$ cat src/rtl/etapa_ex_multiciclo.sv
// MIPS32 execute stage: single-cycle ALU, branch target and destination select,
// plus iterative unsigned MULTU/DIVU over HI/LO that stalls the upstream pipeline.
module etapa_ex_multiciclo #(
    parameter int unsigned ITER = 32
) (
    input  logic        clk,
    input  logic        reset,
    input  logic        flush,
    input  logic [31:0] sumador_ID_EX,
    input  logic [31:0] Read_Data_1_ID_EX,
    input  logic [31:0] Read_Data_2_ID_EX,
    input  logic [31:0] Instruccion_Extendida_ID_EX,
    input  logic [4:0]  Instruccion_RD_ID_EX,
    input  logic [4:0]  Instruccion_RT_ID_EX,
    input  logic        RegDst_ID_EX,
    input  logic        Branch_ID_EX,
    input  logic        MemToRead_ID_EX,
    input  logic        MemToWrite_ID_EX,
    input  logic        ALUSrc_ID_EX,
    input  logic        RegWrite_ID_EX,
    input  logic        MemToReg_ID_EX,
    input  logic [2:0]  ALUOp_ID_EX,
    output logic        stall,
    output logic [31:0] ALU_Result_EX_MEM,
    output logic [31:0] Branch_Target_EX_MEM,
    output logic        Zero_EX_MEM,
    output logic [31:0] Read_Data_2_EX_MEM,
    output logic [4:0]  Write_Reg_EX_MEM,
    output logic        Branch_EX_MEM,
    output logic        MemToRead_EX_MEM,
    output logic        MemToWrite_EX_MEM,
    output logic        RegWrite_EX_MEM,
    output logic        MemToReg_EX_MEM
);
    localparam int unsigned CW = $clog2(ITER + 1);

    typedef enum logic [1:0] {S_IDLE, S_BUSY, S_DONE} state_t;
    typedef enum logic [3:0] {
        OP_ADD, OP_SUB, OP_AND, OP_OR, OP_SLT, OP_MFHI, OP_MFLO, OP_MULTU, OP_DIVU
    } alu_op_t;

    state_t        state_q, state_d;
    logic [CW-1:0] cnt_q, cnt_d;
    logic [63:0]   work_q, work_d;
    logic [31:0]   opb_q, opb_d;
    logic          is_div_q, is_div_d;
    logic [31:0]   hi_q, hi_d, lo_q, lo_d;

    logic [31:0] alu_result_q, alu_result_d, branch_target_q, branch_target_d;
    logic [31:0] read_data_2_q, read_data_2_d;
    logic [4:0]  write_reg_q, write_reg_d;
    logic        zero_q, zero_d, branch_q, branch_d, mem_read_q, mem_read_d;
    logic        mem_write_q, mem_write_d, reg_write_q, reg_write_d, mem_to_reg_q, mem_to_reg_d;

    alu_op_t     op;
    logic [31:0] operand_b, alu_res;
    logic        is_muldiv, bubble, stall_c;
    logic [32:0] mul_sum, div_sh;
    logic [33:0] div_diff;
    logic [63:0] mul_next, div_next;

    always_comb begin
        op = OP_ADD;
        unique case (ALUOp_ID_EX)
            3'b001: op = OP_SUB;
            3'b011: op = OP_AND;
            3'b100: op = OP_OR;
            3'b101: op = OP_SLT;
            3'b010: begin
                unique case (Instruccion_Extendida_ID_EX[5:0])
                    6'b100010: op = OP_SUB;
                    6'b100100: op = OP_AND;
                    6'b100101: op = OP_OR;
                    6'b101010: op = OP_SLT;
                    6'b010000: op = OP_MFHI;
                    6'b010010: op = OP_MFLO;
                    6'b011001: op = OP_MULTU;
                    6'b011011: op = OP_DIVU;
                    default:   op = OP_ADD;
                endcase
            end
            default: op = OP_ADD;
        endcase
    end

    assign operand_b = ALUSrc_ID_EX ? Instruccion_Extendida_ID_EX : Read_Data_2_ID_EX;
    assign is_muldiv = (op == OP_MULTU) || (op == OP_DIVU);

    always_comb begin
        alu_res = Read_Data_1_ID_EX + operand_b;
        unique case (op)
            OP_SUB:  alu_res = Read_Data_1_ID_EX - operand_b;
            OP_AND:  alu_res = Read_Data_1_ID_EX & operand_b;
            OP_OR:   alu_res = Read_Data_1_ID_EX | operand_b;
            OP_SLT:  alu_res = {31'b0, $signed(Read_Data_1_ID_EX) < $signed(operand_b)};
            OP_MFHI: alu_res = hi_q;
            OP_MFLO: alu_res = lo_q;
            default: alu_res = Read_Data_1_ID_EX + operand_b;
        endcase
    end

    // work_q holds {HI-part, LO-part}: product accumulator for MULTU,
    // {remainder, quotient} for DIVU; both finish with HI/LO in place.
    assign mul_sum  = {1'b0, work_q[63:32]} + (work_q[0] ? {1'b0, opb_q} : 33'b0);
    assign mul_next = {mul_sum, work_q[31:1]};
    assign div_sh   = {work_q[63:32], work_q[31]};
    assign div_diff = {1'b0, div_sh} - {2'b0, opb_q};
    assign div_next = div_diff[33] ? {div_sh[31:0], work_q[30:0], 1'b0}
                                   : {div_diff[31:0], work_q[30:0], 1'b1};

    always_comb begin
        state_d  = state_q;
        cnt_d    = cnt_q;
        work_d   = work_q;
        opb_d    = opb_q;
        is_div_d = is_div_q;
        hi_d     = hi_q;
        lo_d     = lo_q;
        stall_c  = 1'b0;
        bubble   = 1'b0;
        if (flush) begin
            state_d = S_IDLE;
            bubble  = 1'b1;
        end else begin
            unique case (state_q)
                S_IDLE: begin
                    if (is_muldiv) begin
                        stall_c  = 1'b1;
                        bubble   = 1'b1;
                        work_d   = {32'b0, Read_Data_1_ID_EX};
                        opb_d    = Read_Data_2_ID_EX;
                        is_div_d = (op == OP_DIVU);
                        cnt_d    = '0;
                        state_d  = S_BUSY;
                    end
                end
                S_BUSY: begin
                    stall_c = 1'b1;
                    bubble  = 1'b1;
                    work_d  = is_div_q ? div_next : mul_next;
                    cnt_d   = cnt_q + 1'b1;
                    if (cnt_q == CW'(ITER - 1)) state_d = S_DONE;
                end
                S_DONE: begin
                    bubble  = 1'b1;
                    hi_d    = work_q[63:32];
                    lo_d    = work_q[31:0];
                    state_d = S_IDLE;
                end
                default: state_d = S_IDLE;
            endcase
        end
    end

    always_comb begin
        alu_result_d    = '0;
        branch_target_d = '0;
        read_data_2_d   = '0;
        write_reg_d     = '0;
        zero_d          = 1'b0;
        branch_d        = 1'b0;
        mem_read_d      = 1'b0;
        mem_write_d     = 1'b0;
        reg_write_d     = 1'b0;
        mem_to_reg_d    = 1'b0;
        if (!bubble) begin
            alu_result_d    = alu_res;
            branch_target_d = sumador_ID_EX + {Instruccion_Extendida_ID_EX[29:0], 2'b00};
            read_data_2_d   = Read_Data_2_ID_EX;
            write_reg_d     = RegDst_ID_EX ? Instruccion_RD_ID_EX : Instruccion_RT_ID_EX;
            zero_d          = (alu_res == 32'b0);
            branch_d        = Branch_ID_EX;
            mem_read_d      = MemToRead_ID_EX;
            mem_write_d     = MemToWrite_ID_EX;
            reg_write_d     = RegWrite_ID_EX;
            mem_to_reg_d    = MemToReg_ID_EX;
        end
    end

    always_ff @(posedge clk or posedge reset) begin
        if (reset) begin
            state_q         <= S_IDLE;
            cnt_q           <= '0;
            work_q          <= '0;
            opb_q           <= '0;
            is_div_q        <= 1'b0;
            hi_q            <= '0;
            lo_q            <= '0;
            alu_result_q    <= '0;
            branch_target_q <= '0;
            read_data_2_q   <= '0;
            write_reg_q     <= '0;
            zero_q          <= 1'b0;
            branch_q        <= 1'b0;
            mem_read_q      <= 1'b0;
            mem_write_q     <= 1'b0;
            reg_write_q     <= 1'b0;
            mem_to_reg_q    <= 1'b0;
        end else begin
            state_q         <= state_d;
            cnt_q           <= cnt_d;
            work_q          <= work_d;
            opb_q           <= opb_d;
            is_div_q        <= is_div_d;
            hi_q            <= hi_d;
            lo_q            <= lo_d;
            alu_result_q    <= alu_result_d;
            branch_target_q <= branch_target_d;
            read_data_2_q   <= read_data_2_d;
            write_reg_q     <= write_reg_d;
            zero_q          <= zero_d;
            branch_q        <= branch_d;
            mem_read_q      <= mem_read_d;
            mem_write_q     <= mem_write_d;
            reg_write_q     <= reg_write_d;
            mem_to_reg_q    <= mem_to_reg_d;
        end
    end

    assign stall                = stall_c & ~reset;
    assign ALU_Result_EX_MEM    = alu_result_q;
    assign Branch_Target_EX_MEM = branch_target_q;
    assign Zero_EX_MEM          = zero_q;
    assign Read_Data_2_EX_MEM   = read_data_2_q;
    assign Write_Reg_EX_MEM     = write_reg_q;
    assign Branch_EX_MEM        = branch_q;
    assign MemToRead_EX_MEM     = mem_read_q;
    assign MemToWrite_EX_MEM    = mem_write_q;
    assign RegWrite_EX_MEM      = reg_write_q;
    assign MemToReg_EX_MEM      = mem_to_reg_q;
endmodule
$ cat config.mk
export PLATFORM = sky130hd
export DESIGN_NAME = etapa_ex_multiciclo
export DESIGN_NICKNAME = d
export VERILOG_FILES = /design/src/rtl/etapa_ex_multiciclo.sv
export SDC_FILE = /design/constraint.sdc
export NUM_CORES = 1
export LEC_CHECK = 0
export CELL_PAD_IN_SITES_DETAIL_PLACEMENT = 0
export CELL_PAD_IN_SITES_GLOBAL_PLACEMENT = 1
export CORE_AREA = 5 5 190 284
export CTS_BUF_LIST = sky130_fd_sc_hd__clkbuf_16
export DETAILED_ROUTE_END_ITERATION = 16
export DIE_AREA = 0 0 195 289
export GPL_TIMING_DRIVEN = 0
export PLACE_DENSITY_LB_ADDON = 0.1
export SETUP_SLACK_MARGIN = 0.3
export SLEW_MARGIN = 40
export SYNTH_ARGS = -nofsm -noshare
export SYNTH_HDL_FRONTEND = slang
export SYNTH_SLANG_ARGS = --single-unit
$ cat constraint.sdc
create_clock -name clk -period 9.75 [get_ports clk]
set_input_delay 1.4625 -clock clk [delete_from_list [all_inputs] [get_ports clk]]
set_output_delay 1.4625 -clock clk [all_outputs]
set_load 0.05 [all_outputs]
==> results.md, run 1 <==
* M1 wire length at 34100 µm
* CP endpoint kind: primary output
* Post-Layout Inst Area at 26700 µm²
* Tightest Pin Transition at approximately 0.9 ns
* Syn_nets at just under 3000
* Path length in cells of the critical path at 10
* Inst Count DP at 3480
* Crit-path leading delay family: buffers and inverters
* TritonCTS Buffers at 30
* Final Non-Filler Cells at 3535
* Via density at 5.78
* Length of routed met3 wiring at 3860 µm
* Largest net degree at the start of global routing at 78
* Total track usage at 0.296
* R2R cell count at 13
* # IOs at 259
* R2R setup slack at roughly 5.1 ns
* PwrDens at roughly 130 nW/µm²
* Total Nets Final at 3208
* Global-route wire length before repair at between 100000 and 150000 µm
* Max Root-Sink Buffers at 3
* Final wirelength at a little under 90000 µm
* Die X-Extent at 195 µm
* Final setup viols at 0
* Clock latency on the worst-skew pair at 0.58 ns
* Routed wire per std cell at approximately 25 µm
* HPWL Detailed at ~72000 µm
* Most frequent cells in the layout: dfrtp_1, clkdlybuf4s50_1, nand2_1
* Clock-pin slew on the worst setup and hold paths at 0.06 ns
* MaxCap Viol Count at 0
* Die ar. at 56400 µm²
* Crit path launch type: primary input
* Layout cells sized above 1 at 0.0710
* Status: complete, no violations
* Chip height at 289 µm
* Static leakage at 12.3 nW
* Max_slew headroom at 0.383
* Final hold viol count at 0
* Total congestion overflow at 0
* Crit Path Max Fanout at 10
* Clock Root Buffer: clkbuf_16
* CTS sink cnt at 276
* H-Tree Depth at 1
* CTS tree: yes
* Hold crit path type: flip-flop to flip-flop
* Fin Setup TNS at 0 ns
* Top layer reached by signal wires: met5
* Rows at 102
* Hold-critical path depth at 2
* Post-Syn Instances at 2546
* PortBufs at 254
* Worst vdd ir at 0.000109 V
* Placed inst area at between 20000 and 30000 µm²
* Register area share after synthesis at 0.311
* Synth unique cells at 105
* Fin crit share at 0.756
* Initial DRC Count at 1252
* Synth Cell Area at 22200 µm²
* Yosys warning total at 0
* Placeable Area at 51300 µm²
* Post-synthesis register bit count at 276
* CP max-delay cell: clkdlybuf4s50_1
* Layout area overhead at 20.3%
* EDFF count, synth at 0
* WP buf/inv at 3
* Ys flop type: dfrtp_1
* R2R Path Start: work_q[31]
* Ys async rst share at 1.00
* Critical path class: primary input to primary output
* Postcts setup bufs at 0
* Largest stage delay, worst path at approximately 0.8 ns
* Fmax at roughly 140 MHz
* Hold EP: hi_q[13]
* Vias in the first global route at roughly 21000
* # resized after CTS at 0
* CP cell instances: clkdlybuf4s50_1, nor4b_1, nand4_1, nand2_1, a31oi_1, nor2_1, clkbuf_1, a21oi_1, nor2_1, clkdlybuf4s50_1
* GP Congestion at 0.977
* Post-Syn Area per Cell at 8.73 µm²
* HP Start: hi_q[13]
* Worst clock skew at approximately 0.020 ns
* Routed via count at 20400
* RSZ-0062 raised after global routing: no
* Commonest non-fill, non-tap cell in the layout: dfrtp_1
* Initial antenna violation count at 3
* Cts hold-fix bufs at 0
* Worst EP required at about 8.3 ns
* Crit path DAT at 5.91 ns
* # DRC at 0
* Fillers at 4901
* Final ANT Viol Nets at 0
* Max-slew violations at 0
* R2r endpoint: work_q[61]
* Post-layout min period at between 7 and 8 ns
* Met2 WL post-DR at 44300 µm
* Router iterations before antenna repair at 7
* Starting density of the core at 0.433
==> cells in the mapped netlist (all sizes together) (33+ instances only) <==
library cell	number	area [µm²]
inv	166	623
o21ai	175	876
nor2	211	792
nand3	41	205
xor2	39	342
buf	44	241
nor3	45	235
clkbuf	62	244
a21oi	148	744
o21bai	33	248
dfrtp	276	6910
mux2i	95	951
ha	216	2700
a21o	48	360
mux2	69	777
and2	94	591
xnor2	80	701
nand2	235	885
==> metal layers <==
layer  GRT usage  vias up
li1            -     9732
met1       0.340     9843
met2       0.547      648
met3      0.0325      202
met4       0.139        2
met5           0        -
==> logic make-up (layout without fill, tap and decap cells) <==
family,count (synthesis),in the layout,synth area share
buffers and inverters,273,585,0.0500
multiplexers,164,164,0.0777
XOR/XNOR,119,119,0.0469
AO/OA/AOI/OAI,721,721,0.222
other,0,1,0
adder cells (fa/ha/maj),221,221,0.126
AND/OR/NAND/NOR,772,772,0.167
flip-flops,276,276,0.311
==> through the flow <==
step	hold slack, ns	util	total power, mW	setup WS (ns)
2_1_floorplan	0.450	-	1.94	0.679
3_3_place_gp	0.470	0.499	2.34	-3.15
3_5_place_dp	0.478	0.503	2.35	2.45
4_1_cts	0.493	0.521	3.48	2.43
5_1_grt	0.510	0.521	3.61	2.17
6_report	0.491	0.521	3.46	2.38
==> cell type report <==
| type | count | area [µm²] | area share |
|---|---|---|---|
| Multi-Input combinational cell | 1997 | 14300 | 0.533 |
| Sequential cell | 276 | 6910 | 0.258 |
| Timing Repair Buffer | 258 | 2650 | 0.0992 |
| Tap cell | 676 | 846 | 0.0316 |
| Clock buffer | 31 | 776 | 0.0290 |
| Inverter | 167 | 634 | 0.0237 |
| Buffer | 106 | 494 | 0.0185 |
| Clock inverter | 23 | 171 | 0.00641 |
| Antenna cell | 1 | 2.50 | 0.0000936 |
==> worst max path at each step <==
stage | start | end
finish | Instruccion_Extendida_ID_EX[2] | stall
global route | Instruccion_Extendida_ID_EX[2] | stall
CTS | Instruccion_Extendida_ID_EX[4] | stall
detailed placement | Instruccion_Extendida_ID_EX[4] | stall
global placement | reset | MemToRead_EX_MEM
floorplan | reset | ALU_Result_EX_MEM[0]
==> power breakdown <==
| group | internal [mW] | switching, mW |
|---|---|---|
| Combinational | 0.407 | 0.713 |
| Sequential | 1.20 | 0.0229 |
| Clock | 0.627 | 0.492 |
| Total | 2.23 | 1.23 |
==> registers in the layout (all words and copies together) (netlist names), 6 cells and up <==
signal and cells:
work_q 64, Branch_Target_EX_MEM 32, opb_q 32, cnt_q 6
lo_q 32, ALU_Result_EX_MEM 32, hi_q 32, Read_Data_2_EX_MEM 32
==> tightest hold or removal path: stages (launching register included) <==
cell and delay, ns:
dfrtp_1 0.34, nand2_1 0.05, o21ai_0 0.06
Note: power is estimated with default switching activity, not from simulation.
==> run 2, diff against run 1 <==
==> constraint.sdc (replaced) <==
create_clock -name clk -period 7.5 [get_ports clk]
set_input_delay 1.125 -clock clk [delete_from_list [all_inputs] [get_ports clk]]
set_output_delay 1.125 -clock clk [all_outputs]
set_load 0.05 [all_outputs]
==> run 2 against run 1 <==
  * Sequential cell count unchanged
  * Global-route usage decreased by 0.14 points
  * Via count increased by 0.28%
  * Register-to-register slack got worse by 2.2 ns
  * Highest routed layer is now met4
==> results.md, run 2 (same netlist as run 1, synthesis figures left out) <==
* R2R Path Start: work_q[31]
* CP endpoint kind: primary output
* GP Congestion at 0.986 (+0.94%)
* Via density at 5.79 (+0.22%)
* Post-Layout Inst Area at 26900 µm² (+0.53%)
* Placed inst area at 26000 µm² (+0.90%)
* Area occupied by multi-input gates at 14300 µm² (+0.18%)
* Crit-path leading delay family: buffers and inverters
* Status: complete, no violations
* Initial antenna violation count at 2 (-1)
* Critical path class: primary input to primary output
* Worst Setup SP: Instruccion_Extendida_ID_EX[2]
* Layout area overhead at 20.9%
* Internal at 2.86 mW (+28%)
* Vias in the first global route at 20700 (-1.2%)
* Crit Path Max Fanout at 10 (unchanged)
* Final wirelength at 86800 µm (-0.14%)
* # resized after CTS at 0 (unchanged)
* Placeable Area at 51300 µm² (unchanged)
* Sw Ratio at 0.356 (+0.00138)
* Crit path launch type: primary input
* Final setup viols at 0 (unchanged)
* Most flops, register: work_q
* CTS tree: yes
* R2R cell count at 13 (unchanged)
* HPWL Detailed at 72000 µm (+0.47%)
* Total congestion overflow at 0 (unchanged)
* End point of the critical path: stall
* PwrDens at 165 nW/µm² (+27%)
* Layout cells sized above 1 at 0.0745 (+0.00345)
* Largest stage delay, worst path at 0.81 ns (about the same)
* Global-route wire length before repair at 127000 µm (-0.64%)
* RSZ-0062 raised after global routing: no
* Starting density of the core at 0.433 (unchanged)
* PortBufs at 254 (unchanged)
* Clock network fraction of total power at 0.309 (-0.014)
* Fmax at roughly 150 MHz
* Sw Pwr at 1.58 mW (+29%)
* Routed via count at 20500 (+0.28%)
* CP cell instances: clkdlybuf4s50_1, nor4b_1, o211ai_1, nand2_1, a31oi_1, nor2_1, clkbuf_1, a21oi_1, nor2_1, clkdlybuf4s50_1
* Max_slew headroom at 0.386 (+0.00319)
* Most frequent cells in the layout: dfrtp_1, clkdlybuf4s50_1, nand2_1
* Final ANT Viol Nets at 0 (unchanged)
* Router iterations before antenna repair at 5 (-2)
* Routed wire per std cell at 24.5 µm (-0.20%)
* Fin crit share at 0.898
* Logic gate share of total power at 0.332 (+0.009)
* Initial DRC Count at 1443 (+15%)
* Final hold viol count at 0 (unchanged)
* Tightest Pin Transition at 0.918 ns (-0.00710 ns)
* Post-layout min period at 6.73 ns
* Clock latency on the worst-skew pair at 0.58 ns (about the same)
* CTS sink cnt at 276 (unchanged)
* Max Root-Sink Buffers at 3 (unchanged)
* Final Non-Filler Cells at 3537 (+0.057%)
* H-Tree Depth at 1 (unchanged)
* Crit path DAT at 5.61 ns (-0.30 ns)
* Overall power at 4.44 mW (+28%)
* Register Area at 6910 µm² (unchanged)
* Fin Setup TNS at 0 ns (unchanged)
* Worst EP required at 6.38 ns (-1.91 ns)
* Rows at 102 (unchanged)
* Total track usage at 0.294 (-0.00145)
* Max-slew violations at 0 (unchanged)
* Fillers at 4887 (-0.29%)
* MaxCap Viol Count at 0 (unchanged)
* Path length in cells of the critical path at 10 (unchanged)
* Die X-Extent at 195 µm (unchanged)
* Flop pwr share at 0.358 (+0.004)
* Total Nets Final at 3214 (+0.19%)
* CP max-delay cell: nor4b_1
* R2r endpoint: work_q[32]
* Clock-pin slew on the worst setup and hold paths at 0.07 ns (about the same)
* TritonCTS Buffers at 27 (-10%)
* Chip height at 289 µm (unchanged)
* WP buf/inv at 3 (unchanged)
* Cts hold-fix bufs at 0 (unchanged)
* Postcts setup bufs at 0 (unchanged)
* # DRC at 0 (unchanged)
* Die ar. at 56400 µm² (unchanged)
* Worst vdd ir at 0.000169 V (+55%)
* Commonest non-fill, non-tap cell in the layout: dfrtp_1
* Worst clock skew at 0.0261 ns (+0.00584 ns)
* Hold crit path type: flip-flop to flip-flop
* Max reg flops at 64 (unchanged)
* R2R setup slack at 2.92 ns (-2.22 ns)
* # IOs at 259 (unchanged)
* Largest net degree at the start of global routing at 28 (-64%)
* Clock Root Buffer: clkbuf_16
* Static leakage at 12.4 nW (+0.38%)
* Inst Count DP at 3489 (+0.26%)
==> run 2: cell type report <==
class | instances | area share
Buffer | 106 | 0.0185
Inverter | 167 | 0.0235
Antenna cell | 1 | 0.0000931
Timing Repair Buffer | 267 | 0.106
Multi-Input combinational cell | 1997 | 0.531
Tap cell | 676 | 0.0315
Clock buffer | 27 | 0.0251
Sequential cell | 276 | 0.257
Clock inverter | 20 | 0.00665
==> run 2: layer usage <==
| layer | up-vias | track usage | wire length [µm] |
|---|---|---|---|
| li1 | 9705 | - | - |
| met1 | 9888 | 0.344 | 34100 |
| met2 | 695 | 0.535 | 43500 |
| met3 | 196 | 0.0308 | 4050 |
| met4 | 0 | 0.147 | 5040 |
| met5 | - | 0 | 0 |
==> run 2: worst min path at each step <==
| stage | endpoint | cells after the start | start |
|---|---|---|---|
| final | hi_q[13] | 2 | hi_q[13] |
| after global routing | lo_q[15] | 1 | lo_q[15] |
| after CTS | hi_q[13] | 2 | hi_q[13] |
| after detailed placement | hi_q[13] | 2 | hi_q[13] |
| after global placement | hi_q[13] | 2 | hi_q[13] |
| after floorplan | lo_q[31] | 2 | lo_q[31] |
==> run 2: worst min-delay path, cell delays in order, from the launching register on <==
cell and delay, ns:
dfrtp_1 0.35, nand2_1 0.05, o21ai_0 0.06
==> run 2: per-stage QoR <==
stage               hold slack [ns]  utilization  setup WS (ns)
floorplan                     0.450            -           2.43
global placement              0.469        0.499          0.217
detailed placement            0.483        0.507          0.782
CTS                           0.498        0.524          0.758
global route                  0.522        0.524          0.580
finish                        0.493        0.524          0.766
==> run 2: power groups by stage <==
stage | Combinational, mW | Sequential, mW | Clock [mW]
5_1_grt | 1.57 | 1.60 | 1.45
4_1_cts | 1.46 | 1.59 | 1.40
2_1_floorplan | 0.705 | 1.82 | 0
3_3_place_gp | 1.42 | 1.62 | 0
3_5_place_dp | 1.46 | 1.62 | 0
6_report | 1.47 | 1.59 | 1.37
==> RTL change: new RTL, flow settings as in run 2 <==
Reset style: synchronous (`reset`), changed in one clocked block.
--- a/src/rtl/etapa_ex_multiciclo.sv
+++ b/src/rtl/etapa_ex_multiciclo.sv
@@ -177,7 +177,7 @@
         end
     end
 
-    always_ff @(posedge clk or posedge reset) begin
+    always_ff @(posedge clk) begin
         if (reset) begin
             state_q         <= S_IDLE;
             cnt_q           <= '0;
Check against the original RTL: differs if reset is asserted again (counterexample within 4 cycles, from zero or initial values and one cycle with reset high); with reset held inactive, the same outputs for 4 cycles.
==> RTL change against run 2 <==
- highest routed layer unchanged
- cell count rose by 4.7%
- area after synthesis fell by 5.4%
- sequential cell count unchanged
- clock skew fell by 11 ps
- power fell by 4.8%
- register-to-register slack improved by 250 ps
- routed wire length up 0.60%
- setup slack worse by 32 ps
- cell area shrank 5.1%
- critical path type is now in -> reg
==> RTL change: results (changes against run 2) <==
- Crit-path slowest cell: a211oi_1
- Place WS: 41.8 ps (-740 ps)
- Layout cells sized above 1: 0.0496 (-0.0249)
- Syn. warnings: 0 (unchanged)
- Number of global-route vias before repair: 21200 (+2.6%)
- CTS resizes: 0 (unchanged)
- DRC: 0 (unchanged)
- Worst path max stage delay: 630 ps (-180 ps)
- Tot GR Track Use: 0.294 (-0.000468)
- Switch share: 0.329 (-0.0272)
- Most frequent cells after synthesis: nand2_1, a21oi_1, dfxtp_1
- Register area share after synthesis: 0.263 (-0.0480)
- Detail Placement HPWL: 72.7 mm (+1.0%)
- Worst vdd ir: 170 uV (+0.97%)
- PortBufs: 255 (+0.39%)
- Num CTS Buffers: 29 (+7.4%)
- Vias per cell: 5.73 (-1.1%)
- Maximum number of pins on one net before global-route repair: 15 (-46%)
- Outcome: completed
- Max Clock Skew: 14.7 ps (-11.4 ps)
- Synth unique cells: 105 (unchanged)
- Fillers: 5237 (+7.2%)
- Path category of the worst min-delay check: reg -> reg
- Crit path max fanout: 10 (unchanged)
- Worst slew margin: 0.370 (-0.0166)
- Post-Syn Nets: 3072 (+5.3%)
- Top post-synthesis cells by area: dfxtp_1, ha_1, a21oi_1
- Maximum clock path buffer count: 3 (unchanged)
- Drt wl/cell: 23.6 um (-3.9%)
- Worst EP arrival: 7260 ps (+1650 ps)
- CTS clock-pin slew for the worst setup and hold paths: 60 ps
- Initial antenna violation count: 1 (-1)
- Ys flop type: dfxtp_1
- Iteration-0 DRC count of the detailed router: 1280 (-11%)
- First-pass GRT wire length: 128 mm (+0.45%)
- Leakage power: 10.3 nW (-17%)
- Final nets: 3360 (+4.5%)
- Cell family with most CP delay: compound AO/OA/AOI/OAI gates
- Async set-reset flop share out of synthesis: 0 (-1.00)
- Placer Congestion: 0.969 (-1.7%)
- Most flops, register: work_q
## RTL change: metrics by stage
stage          cells  area, um2  utilization  hold slack, ps  TNS [ps]
3_3_place_gp    3646      24400        0.476             443      -476
4_1_cts         3700      25500        0.497             454         0
2_1_floorplan   2715      21000            -             432         0
5_1_grt         3701      25500        0.497             464         0
6_report        3702      25500        0.497             454         0
3_5_place_dp    3647      24500        0.477             445         0
## RTL change: power by group through the flow
stage,clock network [mW],registers [mW],logic [mW]
floorplan,0,1.67,0.587
global placement,0,1.54,1.13
detailed placement,0,1.54,1.14
CTS,1.60,1.51,1.14
global route,1.65,1.51,1.23
finish,1.56,1.51,1.16
## RTL change: worst min-delay path, stage by stage, from the launching register on
cell and delay (ps):
dfxtp_1 310, nand2_1 50, a21oi_1 50
## RTL change: layer usage
layer  wire length, um  vias to the layer above  share of wire  global-route usage
met5                 0                        -              0                   0
met4              5670                        0          0.065               0.163
met3              3930                      225          0.045              0.0309
met2             44700                      649           0.51               0.554
met1             33000                    10100           0.38               0.319
li1                  -                    10200              -                   -
## RTL change: final cells by class
| class | count | share of cell area |
|---|---|---|
| multi-input cells | 2140 | 0.562 |
| flip-flops and latches | 276 | 0.217 |
| repair buffers | 257 | 0.101 |
| well taps | 676 | 0.0332 |
| clock buffers | 29 | 0.0285 |
| plain buffers | 137 | 0.0239 |
| inverters | 162 | 0.0238 |
| clock inverters | 24 | 0.0113 |
| diodes | 1 | 0.0000981 |
## RTL change: logic make-up (layout without fill, tap and decap cells)
kind of cell	count (synthesis)	after routing	share of synthesized area
buffers and inverters	299	609	0.0577
AO/OA/AOI/OAI	812	812	0.259
AND/OR/NAND/NOR	934	934	0.213
flip-flops	276	276	0.263
multiplexers	83	83	0.0396
adder cells (fa/ha/maj)	206	206	0.124
other	0	1	0
XOR/XNOR	105	105	0.0437
## RTL change: worst paths after layout
kind | from | end | slack, ps | cells past startpoint
max reg2reg | work_q[51] | work_q[56] | 3170 | 12
min reg2reg | lo_q[24] | lo_q[24] | 450 | 2
max | ALUSrc_ID_EX | Zero_EX_MEM | 730 | 16
min | lo_q[24] | lo_q[24] | 450 | 2
